<file path="src/rtl/syscall_queue_if.sv">
// syscall_queue_if: processor-side request bus and console-side output handshake for syscall_queue
interface syscall_queue_if #(
  parameter int DEPTH = 8,
  parameter int WIDTH = 32
);
  logic [31:0] instr_ID;
  logic [31:0] rs;
  logic [WIDTH-1:0] rt;
  logic stall;
  logic out_valid;
  logic [WIDTH-1:0] out_data;
  logic out_ready;
  logic halt;
  logic [$clog2(DEPTH):0] count;
  modport master (
    output instr_ID, rs, rt, out_ready,
    input stall, out_valid, out_data, halt, count
  );
  modport slave (
    input instr_ID, rs, rt, out_ready,
    output stall, out_valid, out_data, halt, count
  );
endinterface

</file>
<file path="src/rtl/syscall_queue.sv">
// syscall_queue: display FIFO with exit drain/halt sequencing and processor back-pressure
// Optional macro SYSCALL_FWD_EN: bypass rt straight to out_data when the queue is empty and the sink is ready.
module syscall_queue #(
  parameter int DEPTH = 8,
  parameter int WIDTH = 32
) (
  input logic clk,
  input logic reset,
  syscall_queue_if.slave bus
);
  localparam int AW = $clog2(DEPTH);
  localparam logic [AW:0] FULL = (AW+1)'(DEPTH);
  typedef enum logic [1:0] {RUN, DRAIN, HALTED} state_e;
  state_e state_q, state_d;
  logic [WIDTH-1:0] mem_q [DEPTH];
  logic [AW-1:0] head_q, head_d, tail_q, tail_d;
  logic [AW:0] count_q, count_d;
  logic disp_req, exit_req, fwd, push, pop;
  always_comb begin
    disp_req = bus.instr_ID == 32'd26 && bus.rs == 32'd1;
    exit_req = bus.instr_ID == 32'd26 && bus.rs != 32'd1;
`ifdef SYSCALL_FWD_EN
    fwd = state_q == RUN && count_q == '0 && disp_req && bus.out_ready;
`else
    fwd = 1'b0;
`endif
    // fullness is judged on the registered count, so a same-cycle pop never frees the slot
    push = state_q == RUN && disp_req && count_q != FULL && !fwd;
    pop = count_q != '0 && bus.out_ready;
    head_d = pop ? head_q + AW'(1) : head_q;
    tail_d = push ? tail_q + AW'(1) : tail_q;
    count_d = count_q + (AW+1)'(push) - (AW+1)'(pop);
    state_d = (state_q == RUN && exit_req) ? DRAIN :
              (state_q == DRAIN && count_q == '0) ? HALTED : state_q;
    bus.stall = (disp_req && (state_q != RUN || count_q == FULL)) || (exit_req && state_q != RUN);
    bus.out_valid = count_q != '0 || fwd;
    bus.out_data = fwd ? bus.rt : (count_q != '0 ? mem_q[head_q] : '0);
    bus.halt = state_q == HALTED;
    bus.count = count_q;
  end
  always_ff @(posedge clk) begin
    if (!reset) begin
      state_q <= RUN;
      head_q <= '0;
      tail_q <= '0;
      count_q <= '0;
    end else begin
      state_q <= state_d;
      head_q <= head_d;
      tail_q <= tail_d;
      count_q <= count_d;
    end
  end
  always_ff @(posedge clk) begin
    if (push) mem_q[tail_q] <= bus.rt;
  end
endmodule

</file>
<file path="src/flat_wrapper.sv">
// flat-port wrapper written by rule: the top's interface ports become plain ports
module syscall_queue_flat 
#(
  parameter int DEPTH = 8,
  parameter int WIDTH = 32
)
  (clk, reset, bus_instr_ID, bus_rs, bus_rt, bus_out_ready, bus_stall, bus_out_valid, bus_out_data, bus_halt, bus_count);
  syscall_queue_if #(.DEPTH(DEPTH), .WIDTH(WIDTH)) bus_i ();
  input logic clk;
  input logic reset;
  input wire logic [$bits(bus_i.instr_ID)-1:0] bus_instr_ID;
  input wire logic [$bits(bus_i.rs)-1:0] bus_rs;
  input wire logic [$bits(bus_i.rt)-1:0] bus_rt;
  input wire logic [$bits(bus_i.out_ready)-1:0] bus_out_ready;
  output wire logic [$bits(bus_i.stall)-1:0] bus_stall;
  output wire logic [$bits(bus_i.out_valid)-1:0] bus_out_valid;
  output wire logic [$bits(bus_i.out_data)-1:0] bus_out_data;
  output wire logic [$bits(bus_i.halt)-1:0] bus_halt;
  output wire logic [$bits(bus_i.count)-1:0] bus_count;
  assign bus_i.instr_ID = bus_instr_ID;
  assign bus_i.rs = bus_rs;
  assign bus_i.rt = bus_rt;
  assign bus_i.out_ready = bus_out_ready;
  assign bus_stall = bus_i.stall;
  assign bus_out_valid = bus_i.out_valid;
  assign bus_out_data = bus_i.out_data;
  assign bus_halt = bus_i.halt;
  assign bus_count = bus_i.count;
  syscall_queue #(.DEPTH(DEPTH), .WIDTH(WIDTH)) u_core (.clk(clk), .reset(reset), .bus(bus_i));
endmodule
</file>
<file path="config.mk">
export PLATFORM = sky130hd
export DESIGN_NAME = syscall_queue_flat
export DESIGN_NICKNAME = d
export VERILOG_FILES = /design/src/rtl/syscall_queue_if.sv /design/src/rtl/syscall_queue.sv /design/src/flat_wrapper.sv
export SDC_FILE = /design/constraint.sdc
export NUM_CORES = 1
export LEC_CHECK = 0
export BUFFER_PORTS_ARGS = -buffer_cell sky130_fd_sc_hd__buf_2
export CORE_ASPECT_RATIO = 0.9
export CORE_MARGIN = 2
export CORE_UTILIZATION = 55
export CTS_BUF_LIST = sky130_fd_sc_hd__clkbuf_16
export DETAILED_ROUTE_END_ITERATION = 10
export PLACE_DENSITY_LB_ADDON = 0.25
export RECOVER_POWER = 50
export SYNTH_ARGS = -nofsm -noshare
export SYNTH_HDL_FRONTEND = slang
export SYNTH_SLANG_ARGS = --single-unit
</file>
<file path="constraint.sdc">
create_clock -name clk -period 7.2 [get_ports clk]
set_input_delay 1.8 -clock clk [delete_from_list [all_inputs] [get_ports clk]]
set_output_delay 1.8 -clock clk [all_outputs]
set_load 0.05 [all_outputs]
</file>
Word-level counts from Yosys, hierarchy flattened
Memories as Yosys holds them, arrays and structs flattened. A register that Yosys moved wholly into a read port is not among the register bits.
Index checks and enable logic that the tools add are counted.
- register bits after elaboration: 12
- bits in writable memories: 256
- memories kept: 1
- add/sub/neg operators: 4
- equality and inequality tests: 7
- mux-type cells: 7
- bitwise logic cells: 1
- reductions and logical operators: 17
- memories (memory ; depth ; width ; rd ports ; clocked after Yosys merged registers in ; write ports ; RTL line ; RTL):
    u_core.mem_q ; 8 ; 32 ; 1 ; 1 ; 1 ; syscall_queue.sv:15 ; logic [WIDTH-1:0] mem_q [DEPTH];
- operators by type and width (operator ; count):
    == test 32 x 1 -> 1 bit (second input constant) ; 1
    == test 32 x 5 -> 1 bit (second input constant) ; 1
    two-way mux 32 bit ; 1
    != test 32 x 1 -> 1 bit (second input constant) ; 1
    logical AND 1 bit ; 9
    adder 3 x 1 -> 3 bit (second input constant) ; 2
    two-way mux 3 bit ; 2
    adder 4 x 1 -> 4 bit ; 1
    == test 4 bit (second input constant) ; 1
    zero test 4 bit ; 1
    two-way mux 1 bit ; 4
    != test 4 bit (second input constant) ; 1
    nonzero test 2 bit ; 2
    nonzero test 4 bit ; 1
    subtractor 4 x 1 -> 4 bit ; 1
    == test 2 x 1 -> 1 bit (second input constant) ; 1
    == test 2 bit (second input constant) ; 1
    zero test 2 bit ; 1
    logical OR 1 bit ; 2
    OR reduction 2 bit ; 1
    NOT 1 bit ; 1

Logic depth before layout (Yosys ltp)
Gate-level depths: netlist of the first run.
- word-level depth: 6
- gate-level depth with buffers: 14

Least setup slack after synthesis of the first run
Ideal clock, no wire load.
- kind: input -> register
- start: in bus_instr_ID[21]
- end: mem u_core.mem_q[0][0], enable pin
- arrival time: 5.831 ns
- data required time: 6.698 ns
- path slack: 0.867 ns
- stages on the path: 5
- path buffers: 0
- cells stage by stage: nor4_1 nand4_1 nor4_4 nand3_4 nor4_1
- word-level cells in the longest chain between the ends: 6
- ends and longest elaborated chain (element ; RTL line ; RTL):
    start: declaration ; flat_wrapper.sv:11 ; input wire logic [$bits(bus_i.instr_ID)-1:0] bus_instr_ID;
    == test 32 x 5 -> 1 bit ; syscall_queue.sv:20 ; disp_req = bus.instr_ID == 32'd26 && bus.rs == 32'd1;
    logical AND 1 bit ; syscall_queue.sv:20 ;
    logical AND 1 bit (2 in series) ; syscall_queue.sv:28 ; push = state_q == RUN && disp_req && count_q != FULL && !fwd;
    two-way mux 1 bit ; syscall_queue.sv:55 ; if (push) mem_q[tail_q] <= bus.rt;
    two-way mux 1 bit (implied by the code) ; syscall_queue.sv:55 ;
    end: declaration ; syscall_queue.sv:15 ;
Every way passes these cells.

Worst setup path after layout of the first run
- start: reg u_core.count_q[0] (netlist: u_core.bus.count[0])
- end: out bus_out_valid
- word-level cells in the longest chain between the ends: 1
- ends and longest elaborated chain (element ; RTL line ; RTL):
    start: declaration ; syscall_queue.sv:17 ; logic [AW:0] count_q, count_d;
    start signal: assignment ; syscall_queue.sv:51 ; count_q <= count_d;
    nonzero test 4 bit ; syscall_queue.sv:36 ; bus.out_valid = count_q != '0 || fwd;
    end: declaration ; flat_wrapper.sv:16 ; output wire logic [$bits(bus_i.out_valid)-1:0] bus_out_valid;
Every way passes these cells.

==> results of run 1 <==
## worst max-delay path, cell delays in order (launching register included)
cell	delay (ns)
dfxtp_1	0.33
nor2_1	0.21
and2_0	1.81
inv_1	0.37
buf_2	0.36
## area by class of cell
class | count | area share [%]
multi-input combinational | 208 | 20.40
antenna | 1 | 0.02007
sequential | 271 | 64.10
tap | 250 | 2.508
clock inverter | 20 | 1.314
clock buffer | 27 | 5.418
inverter | 10 | 0.3010
timing repair buffer | 151 | 5.940
## cells in the final DEF (no fill, tap or decap), types with 5 or more instances in the layout
| cell type | count |
|---|---|
| nand2_1 | 9 |
| clkbuf_16 | 27 |
| buf_4 | 13 |
| clkbuf_1 | 38 |
| nor4_1 | 13 |
| mux4_2 | 64 |
| dfxtp_1 | 12 |
| inv_1 | 13 |
| nor2_1 | 34 |
| nand4_1 | 5 |
| edfxtp_1 | 256 |
| buf_2 | 100 |
| mux2i_1 | 35 |
| clkinv_1 | 9 |
| ha_1 | 8 |
## flip-flops by register name (all words and copies together), names as in the netlist, named ones only
name / cells
u_core.bus.count: 4
u_core.head_q: 3
u_core.state_q: 2
u_core.tail_q: 3
u_core.mem_q: 256
## kinds of logic after synthesis
family	Yosys count
flip-flops	271
multiplexers	99
AND/OR/NAND/NOR	88
buffers and inverters	34
adder cells (fa/ha/maj)	9
AO/OA/AOI/OAI	8
XOR/XNOR	4
## per-stage QoR
stage	utilization, %	setup slack (ns)	total power [mW]	hold WS, ns
floorplan	-	0.8673	2.840	0.4666
global placement	61.33	2.174	3.121	0.4680
detailed placement	61.33	2.155	3.145	0.5057
CTS	65.72	2.140	4.466	0.5158
global route	65.30	1.398	4.587	0.5454
finish	65.30	1.794	4.416	0.5028
## report_power, final
| part | leakage [nW] | internal [mW] | switching, mW | total, mW |
|---|---|---|---|---|
| logic | 1.21 | 0.437 | 0.802 | 1.24 |
| clock network | 0.425 | 0.782 | 0.547 | 1.33 |
| registers | 2.42 | 1.74 | 0.106 | 1.85 |
| total | 4.06 | 2.96 | 1.45 | 4.42 |
## layer usage
layer | wire length [um] | vias to the layer above
li1 | - | 2414
met1 | 8275 | 2765
met2 | 11270 | 132
met3 | 1002 | 36
met4 | 486 | 0
met5 | 0 | -
## path summary, 6_finish.rpt
kind,startpoint,endpoint,slack [ns]
worst min-delay path,u_core.head_q[1]$_SDFFE_PN0P_,flop,0.50
worst max-delay path,u_core.bus.count[0]$_SDFF_PN0_,bus_out_valid,1.79
worst max register to register,u_core.bus.count[0]$_SDFF_PN0_,u_core.bus.count[2]$_SDFF_PN0_,2.76
worst min register to register,u_core.head_q[1]$_SDFFE_PN0P_,flop,0.50
==> impl_results.md, run 1 <==
- Status: finished with violations
- Failing checks: max-capacitance violations, max-slew violations
- Reg2Reg Depth: 11
- CTS tree: built
- Root Driver: clkbuf_16
- Synth Area per Inst: 20.75 um2
- Synth async-reset ratio: 0%
- # fillers: 1358
- Starting Density: 55.73%
- Syn Inst Count: 513
- Grt total ovfl: 0
- DR pass1 iterations: 5
- Post-synth cell types: 31
- Die ar.: 0.02048 mm2
- Worst-Margin Slew: ~2.4 ns
- Top Usage Layer GRT: met2
- Peak supply drop: 0.0002805 V
- Antenna violations before repair: 1
- Vias in the first global route: approximately 5800
- Syn nets: 621
- Final setup TNS: 0 ns
- Detailed Route WL: 21.03 mm
- Synth Area in Compound Gates: 0.4820%
- CP startpoint kind: flop
- Slew Limit Headroom: -62.09%
- LEAKAGE: 4.055 nW
- Clk sinks: 271
- Num CTS Buffers: 26
- Area delta synth->final: 17.18%
- Final hold vios: 0
- Chip width: around 150 um
- Final period utilization: 75.08%
- Fraction of synthesized area in multiplexers: 16.84%
- Most frequent cell after synthesis: edfxtp_1
- Max frequency: 185.0 MHz
- Post-cts gate resize count: 0
- Largest net degree at the start of global routing: 48
- MaxCap Viol Count: 1
- Post-route minimum period: approximately 5.4 ns
- Placed cell area: 0.01171 mm2
- Crit-path max FO: 34
- Vias: 5347
- Final Max Slew Viols: 35
- Main combinational cell family by area after synthesis: multiplexers
- Hold/Removal Path Class: reg -> reg
- Pwr/cell area: 354.1 mW/mm2
- # port buffers: ~140
- Nets: 776
- Drt via density: approximately 5.7
- Post-synthesis xor/xnor area fraction: less than 1%
- First-pass GRT wire length: 31.88 mm
- Cell Area, Synth: 0.01064 mm2
- Synth Register Bits: between 200 and 300
- Sequential area share after synthesis: 75.05%
- Setup Buffers After CTS: 0
- Synth cell count leaders: edfxtp_1, mux4_2, mux2i_1
- Synth Area in Adders: under 10%
- Starting DRT DRC Count: roughly 330
- Chip height: 136.0 um
- H-tree levels: 1
- Simple-gate share of the synthesized area: under 10%
- CTS max path bufs: 3
- Core region area: 0.01910 mm2
- RSZ-0062 raised after global routing: no
- Share of the synthesized area in the top cell type: 72.23%
- Clk Latency, worst-skew pair: 0.52 ns
- Met2 Use GR: a little under two fifths
- Area of the multi-input gates: between 0.002 and 0.003 mm2
- All-layer global routing usage: 21.04%
- Crit Path Class: reg -> out
- Endpoints failing setup: 0
- GR Util met1: between 20% and 30%
- Area leader, netlist: edfxtp_1
- Ys Warns: 0
- ANT nets after route: 0
- # DRC: 0
- Post-layout instance area: 0.01247 mm2
- Layout cell share with drive strength beyond 1: approximately 33%
- Post-DP HPWL: around 12 mm
- CTS clk-pin slew, worst paths: 0.06 ns
- Placer Congestion: 0.8006
- Total I/O pin count: 138
- Met3 Use GR: 3.557%
- Worst hold path stage count: 2
- Crit. End Element: output port
- Layout Cells excl Fill: 938
- DR WL/cell: 22.42 um
- Req. time, crit path: around 5.4 ns
- EDFF count, synth: 256
- Reg area: 0.007994 mm2
- Top FF cell, synth: edfxtp_1
- # rows: 48
- Critical path arrival: between 3 and 4 ns
- Clock Skews: 0.01123 ns
- Synth area leaders: edfxtp_1, mux4_2, mux2i_1
- Placed Cells: 890
- Post-CTS Hold Buffers: 0
(Power assumes the default switching activity.)
==> run 2: changes to the inputs <==
ABC_AREA = 1   (was default)
clock period = 5.2 ns   (was 7.2 ns; I/O delays follow)
==> run 2 against run 1 <==
  * The run still ends with max-capacitance violations, max-slew violations left
  * Sequential power is 35% higher
  * Die area is 5.0% higher
  * Count of clock-buffer cells in the layout is 1 lower
  * Final cell count is 43% higher
  * Design area is 3.3% higher
  * Sequential cell count stayed put
  * Synthesized area is 5.2% higher
  * Non-clock buffer count is 2 lower
  * Total power is 48% higher
  * Critical endpoint is now bus_out_data[2]
==> impl_results.md, run 2 <==
- EDFF count, synth: 256 (unchanged)
- Grt total ovfl: 0 (unchanged)
- Clock Skews: 0.01237 ns (+0.001147 ns)
- Synth async-reset ratio: 0% (unchanged)
- Top FF cell, synth: edfxtp_1
- Syn nets: 1056 (+70%)
- Worst slack at placement: 1.334 ns (-0.8212 ns)
- Num CTS Buffers: 26 (unchanged)
- Root Driver: clkbuf_16
- Post-synth cell types: 24 (-23%)
- Critical path arrival: 2.99 ns (-0.62 ns)
- RSZ-0062 raised after global routing: no
- MaxCap Viol Count: 2 (+1)
- Drt via density: 5.601 (-1.7%)
- Chip width: 154.4 um (+2.5%)
- CP startpoint kind: flop
- Slew Limit Headroom: -1.510% (+61 points)
- # port buffers: 137 (unchanged)
- Switching pwr: 2.454 mW (+69%)
- CTS tree: built
- Synth Register Bits: 271 (unchanged)
- Peak supply drop: 0.0003540 V (+26%)
- Chip height: 139.3 um (+2.5%)
- DR pass1 iterations: 5 (unchanged)
- Final period utilization: 82.51%
- Die ar.: 0.02151 mm2 (+5.0%)
- Clock share of power: 28.7% (-1.4 points)
- Internal Power: 4.087 mW (+38%)
- Endpoints failing setup: 0 (unchanged)
- H-tree levels: 1 (unchanged)
- Detailed Route WL: 23.78 mm (+13%)
- Final Max Slew Viols: 32 (-8.6%)
- Clk sinks: 271 (unchanged)
- Status: finished with violations
- Crit. End Element: output port
- ANT nets after route: 0 (unchanged)
- Final setup TNS: 0 ns (unchanged)
- Layout cell share with drive strength beyond 1: 14.14% (-18 points)
- Worst-Margin Slew: 1.517 ns (-0.9130 ns)
- Req. time, crit path: 3.90 ns (-1.50 ns)
- # rows: 49 (+2.1%)
- Flop-to-flop setup slack: 1.84 ns (-0.92 ns)
- Starting DRT DRC Count: 689 (+110%)
- Share of the synthesized area in the top cell type: 68.69% (-3.5 points)
- Failing checks: max-capacitance violations, max-slew violations
- Synth cell count leaders: nor2_1, edfxtp_1, o21ai_0
- Sw frac: 37.52% (+4.6 points)
- Vias in the first global route: 7261 (+26%)
- Area delta synth->final: 15.11%
- Largest net degree at the start of global routing: 71 (+48%)
- CTS clk-pin slew, worst paths: 0.06 ns (about the same)
- Reg area: 0.007995 mm2 (about the same)
- Crit Path Class: reg -> out
- Placer Congestion: 0.7642 (-4.5%)
- Most flops, register: u_core.mem_q
- Post-cts gate resize count: 0 (unchanged)
- Pwr/cell area: 507.7 mW/mm2 (+43%)
- Setup Buffers After CTS: 0 (unchanged)
- Syn Inst Count: 948 (+85%)
- Area leader, netlist: edfxtp_1
- Total I/O pin count: 138 (unchanged)
- Post-CTS Hold Buffers: 0 (unchanged)
- Vias: 7534 (+41%)
- Nets: 1180 (+52%)
- All-layer global routing usage: 22.10% (+1.1 points)
- LEAKAGE: 4.512 nW (+11%)
- CTS max path bufs: 3 (unchanged)
- Synth area leaders: edfxtp_1, nor2_1, o32ai_1
- Critical R2R Launch: u_core.bus.count[3]$_SDFF_PN0_
- Antenna violations before repair: 1 (unchanged)
- Clk Latency, worst-skew pair: 0.53 ns (about the same)
- Final setup margin: 0.9095 ns (-0.8847 ns)
- Most frequent cell after synthesis: nor2_1
- Starting Density: 56.00% (+0.27 points)
- Number of flip-flops in the largest register: 256 (unchanged)
- Reg-to-reg endpoint: u_core.bus.count[3]$_SDFF_PN0_
- Post-route minimum period: roughly 4.3 ns
- # fillers: 1561 (+15%)
- Area of the multi-input gates: 0.002867 mm2 (+13%)
- Cell Area, Synth: 0.01119 mm2 (+5.2%)
- Seq pwr share: 38.2% (-3.7 points)
- Reg2Reg Depth: 13 (+2)
- # DRC: 0 (unchanged)
- Commonest non-fill, non-tap cell in the layout: nor2_1
- Ys Warns: 0 (unchanged)
- Hold Slack: 0.4829 ns (-0.01994 ns)
- Combinational share of power: 33.1% (+5.0 points)
- Core region area: 0.01999 mm2 (+4.7%)
- First-pass GRT wire length: 38.07 mm (+19%)
- Hold/Removal Path Class: reg -> reg
- Crit-path max FO: 25 (-26%)
- Sequential area share after synthesis: 71.37% (-3.7 points)
- Most frequent cells in the layout: nor2_1, edfxtp_1, buf_2
- Max frequency: 233.1 MHz
- Final hold vios: 0 (unchanged)
- Worst hold path stage count: 2 (unchanged)
- Post-DP HPWL: 14.13 mm (+17%)
- DR WL/cell: 17.68 um (-21%)
- Synth Area per Inst: 11.81 um2 (-43%)
- Hold path start: u_core.head_q[2]$_SDFFE_PN0P_
==> run 2: through the flow <==
stage          instances  util (%)  total power, mW  area, um2
2_1_floorplan        948         -            4.205      11190
3_3_place_gp        1299     60.54            4.695      12100
3_5_place_dp        1299     60.54            4.722      12100
4_1_cts             1344     64.79            6.591      12950
5_1_grt             1344     64.45            6.836      12880
6_report            1345     64.46            6.541      12880
==> run 2: cell type report <==
| cell class | count | share of cell area [%] |
|---|---|---|
| multi-input cells | 597 | 22.25 |
| inverters | 27 | 0.8061 |
| clock buffers | 26 | 5.050 |
| well taps | 255 | 2.476 |
| flip-flops and latches | 271 | 62.06 |
| clock inverters | 19 | 1.544 |
| repair buffers | 149 | 5.798 |
| diodes | 1 | 0.01942 |
==> run 2: worst max path at each step <==
stage	slack [ns]	cells past startpoint	to	startpoint
floorplan	1.32	6	bus_out_data[22]	u_core.bus.count[2]$_SDFF_PN0_
CTS	1.13	7	bus_out_data[2]	u_core.bus.count[3]$_SDFF_PN0_
detailed placement	1.33	9	u_core.mem_q[5][19]$_DFFE_PP_	bus_instr_ID[9]
global placement	1.40	8	u_core.mem_q[0][11]$_DFFE_PP_	bus_instr_ID[11]
finish	0.91	7	bus_out_data[2]	u_core.bus.count[3]$_SDFF_PN0_
global route	0.70	7	bus_out_data[2]	u_core.bus.count[2]$_SDFF_PN0_
==> run 2: power groups by stage <==
| stage | logic (mW) | registers [mW] | clock network, mW |
|---|---|---|---|
| 2_1_floorplan | 1.68 | 2.52 | 0 |
| 3_5_place_dp | 2.18 | 2.55 | 0 |
| 5_1_grt | 2.34 | 2.51 | 1.98 |
| 4_1_cts | 2.19 | 2.50 | 1.90 |
| 6_report | 2.16 | 2.50 | 1.88 |
| 3_3_place_gp | 2.15 | 2.55 | 0 |
==> run 2: critical path, cell delays in order, from the launching register on <==
cell	delay, ns
dfxtp_1	0.37
inv_1	0.06
ha_1	0.19
nand2_1	0.78
clkbuf_1	0.49
o21ai_0	0.16
nor2_1	0.14
buf_2	0.28
==> run 2: routing by layer <==
| layer | global-route usage [%] | wire (um) | up-vias |
|---|---|---|---|
| met5 | 0 | 0 | - |
| met4 | 6.189 | 537 | 0 |
| met3 | 3.177 | 1336 | 38 |
| met2 | 36.46 | 11380 | 235 |
| met1 | 31.23 | 10530 | 3622 |
| li1 | - | - | 3639 |
==> run 2: logic make-up (layout without fill, tap and decap cells) <==
family	after synthesis	in the layout	synth area share (%)
other	0	1	0
XOR/XNOR	1	1	0.07827
AND/OR/NAND/NOR	413	413	14.11
flip-flops	271	271	71.37
adder cells (fa/ha/maj)	9	9	1.073
buffers and inverters	80	221	3.421
AO/OA/AOI/OAI	174	174	9.950
==> run 3: changes to the inputs <==
clock period = 4.19 ns   (was 5.2 ns; I/O delays follow)
==> run 3 against run 2 <==
  * The run now ends clean
  * First-iteration DRC count decreased by 15%
  * Combinational power is 24% higher
  * Final cell count is 0.97% higher
  * Sequential power grew 26%
  * Count of clock-buffer cells in the layout is 1 higher
  * Die area did not move
  * Critical path type unchanged
==> impl_results.md, run 3 (synthesis results as in run 2) <==
- Peak supply drop: 0.0003799 V (+7.3%)
- Crit-path max FO: 64 (+160%)
- Post-layout instance area: 0.01297 mm2 (+0.64%)
- Die ar.: 0.02151 mm2 (unchanged)
- Diodes inserted: 0 (-1)
- All-layer global routing usage: 22.09% (about the same)
- Met3 Routed Length: 1.166 mm (-13%)
- Hold Slack: 0.4807 ns (-0.002198 ns)
- First-pass GRT wire length: 38.08 mm (about the same)
- Post-layout util: 64.87% (+0.41 points)
- Status: finished clean
- Post-route minimum period: 3.903 ns
- Starting DRT DRC Count: 583 (-15%)
- Starting Density: 56.00% (unchanged)
- Met2 WL: 12.10 mm (+6.3%)
- CTS clk-pin slew, worst paths: 0.06 ns (about the same)
- Nets: 1191 (+0.93%)
- Crit path depth: 7 (unchanged)
- Clk Latency, worst-skew pair: 0.52 ns (about the same)
- Chip width: 154.4 um (unchanged)
- # rows: 49 (unchanged)
- ANT nets after route: 0 (unchanged)
- Pwr/cell area: 624.2 mW/mm2 (+23%)
- CP startpoint kind: flop
- Vias in the first global route: 7494 (+3.2%)
- Layout Cells excl Fill: 1358 (+0.97%)
- Largest net degree at the start of global routing: 65 (-8.5%)
- Worst slack at placement: 0.7965 ns (-0.5375 ns)
- Slew Limit Headroom: 32.44% (+34 points)
- Detailed Route WL: 23.71 mm (-0.33%)
- Area delta synth->final: 15.85%
- Setup Buffers After CTS: 0 (unchanged)
- Crit path top cell by count: nor2_1
- Endpoints failing setup: 0 (unchanged)
- RSZ-0062 raised after global routing: no
- Layout cell share with drive strength beyond 1: 14.78% (+0.64 points)
- Most flops, register: u_core.mem_q
- Design Power: 8.093 mW (+24%)
- WL met1: 9.899 mm (-6.0%)
- CP Cell Sequence: inv_4 > buf_4 > nor2_1 > o32ai_1 > o21ai_1 > nor2_1 > buf_2
- DR pass1 iterations: 5 (unchanged)
- Max frequency: around 260 MHz
- Final hold vios: 0 (unchanged)
- Hold/Removal Path Class: reg -> reg
- Reg2Reg Depth: 8 (-5)
- DR WL/cell: 17.46 um (-1.3%)
- Placed Cells: 1309 (+0.77%)
- Chip height: 139.3 um (unchanged)
- Number of flip-flops in the largest register: 256 (unchanged)
- Placer Congestion: 0.7603 (-0.51%)
- Drt via density: 5.592 (-0.17%)
- Bufs and invs on worst path: 3 (unchanged)
- Crit Path Class: reg -> out
- CP max-delay cell: dfxtp_4
- Num CTS Buffers: 27 (+3.8%)
- Crit. End Element: output port
- Antenna violations before repair: 0 (-1)
- LEAKAGE: 4.566 nW (+1.2%)
- Root Driver: clkbuf_16
- Final setup margin: 0.2873 ns (-0.6222 ns)
- Post-CTS Hold Buffers: 0 (unchanged)
- Final period utilization: 93.14%
- # port buffers: 137 (unchanged)
- Critical path arrival: 2.86 ns (-0.13 ns)
- Commonest non-fill, non-tap cell in the layout: nor2_1
- # DRC: 0 (unchanged)
- H-tree levels: 1 (unchanged)
- MaxCap Viol Count: 0 (-2)
- Req. time, crit path: 3.14 ns (-0.76 ns)
- Post-DP HPWL: 14.24 mm (+0.77%)
- Worst hold path stage count: 1 (-1)
- Worst-Margin Slew: 1.013 ns (-0.5037 ns)
- Final Max Slew Viols: 0 (-100%)
- Most frequent cells in the layout: nor2_1, edfxtp_1, buf_2
- Grt total ovfl: 0 (unchanged)
- CP peak stage delay: 0.53 ns (-0.25 ns)
- Clock Skews: 0.01448 ns (+0.002109 ns)
- Clk sinks: 271 (unchanged)
- CTS max path bufs: 3 (unchanged)
- Core region area: 0.01999 mm2 (unchanged)
- Total I/O pin count: 138 (unchanged)
- CP delay by family, top: buffers and inverters
- Post-cts gate resize count: 0 (unchanged)
- CTS tree: built
- Vias: 7594 (+0.80%)
- Placed cell area: 0.01219 mm2 (+0.72%)
- Final setup TNS: 0 ns (unchanged)
- Top sig layer: met4
## run 3: changes by cell type in the layout (fill, tap and decap cells not counted)
cell,change
buf_12,+1
clkinv_1,+6
buf_2,+1
clkinv_8,-1
clkbuf_16,+1
clkbuf_1,-1
buf_4,+9
diode_2,-1
bufinv_16,-1
clkinv_2,-1
## run 3: routing by layer
metal,vias to the layer above,global-route usage (%)
met3,48,2.834
met4,0,5.848
met2,221,39.16
li1,3659,-
met5,-,0
met1,3666,29.13
## run 3: layout make-up
| class | instances | area (um2) |
|---|---|---|
| Clock buffer | 27 | 675.6 |
| Clock inverter | 22 | 170.2 |
| Timing Repair Buffer | 159 | 835.8 |
| Sequential cell | 271 | 7995 |
| Tap cell | 255 | 319.1 |
| Inverter | 27 | 103.9 |
| Fill cell | 1537 | 7020 |
| Multi-Input combinational cell | 597 | 2867 |
## run 3: final timing paths
| path | slack, ns | start | to |
|---|---|---|---|
| worst max register to register | 1.61 | u_core.bus.count[2]$_SDFF_PN0_ | u_core.mem_q[2][21]$_DFFE_PP_ |
| worst min-delay path | 0.48 | u_core.head_q[0]$_SDFFE_PN0P_ | flop |
| worst min register to register | 0.48 | u_core.head_q[0]$_SDFFE_PN0P_ | flop |
| worst max-delay path | 0.29 | flop | bus_out_data[7] |
## run 3: power breakdown
group          switching (mW)  leakage [nW]  total, mW  internal, mW
Sequential              0.140          2.42       3.14          3.00
Clock                   0.938         0.428       2.28          1.35
Combinational            1.96          1.71       2.67         0.716
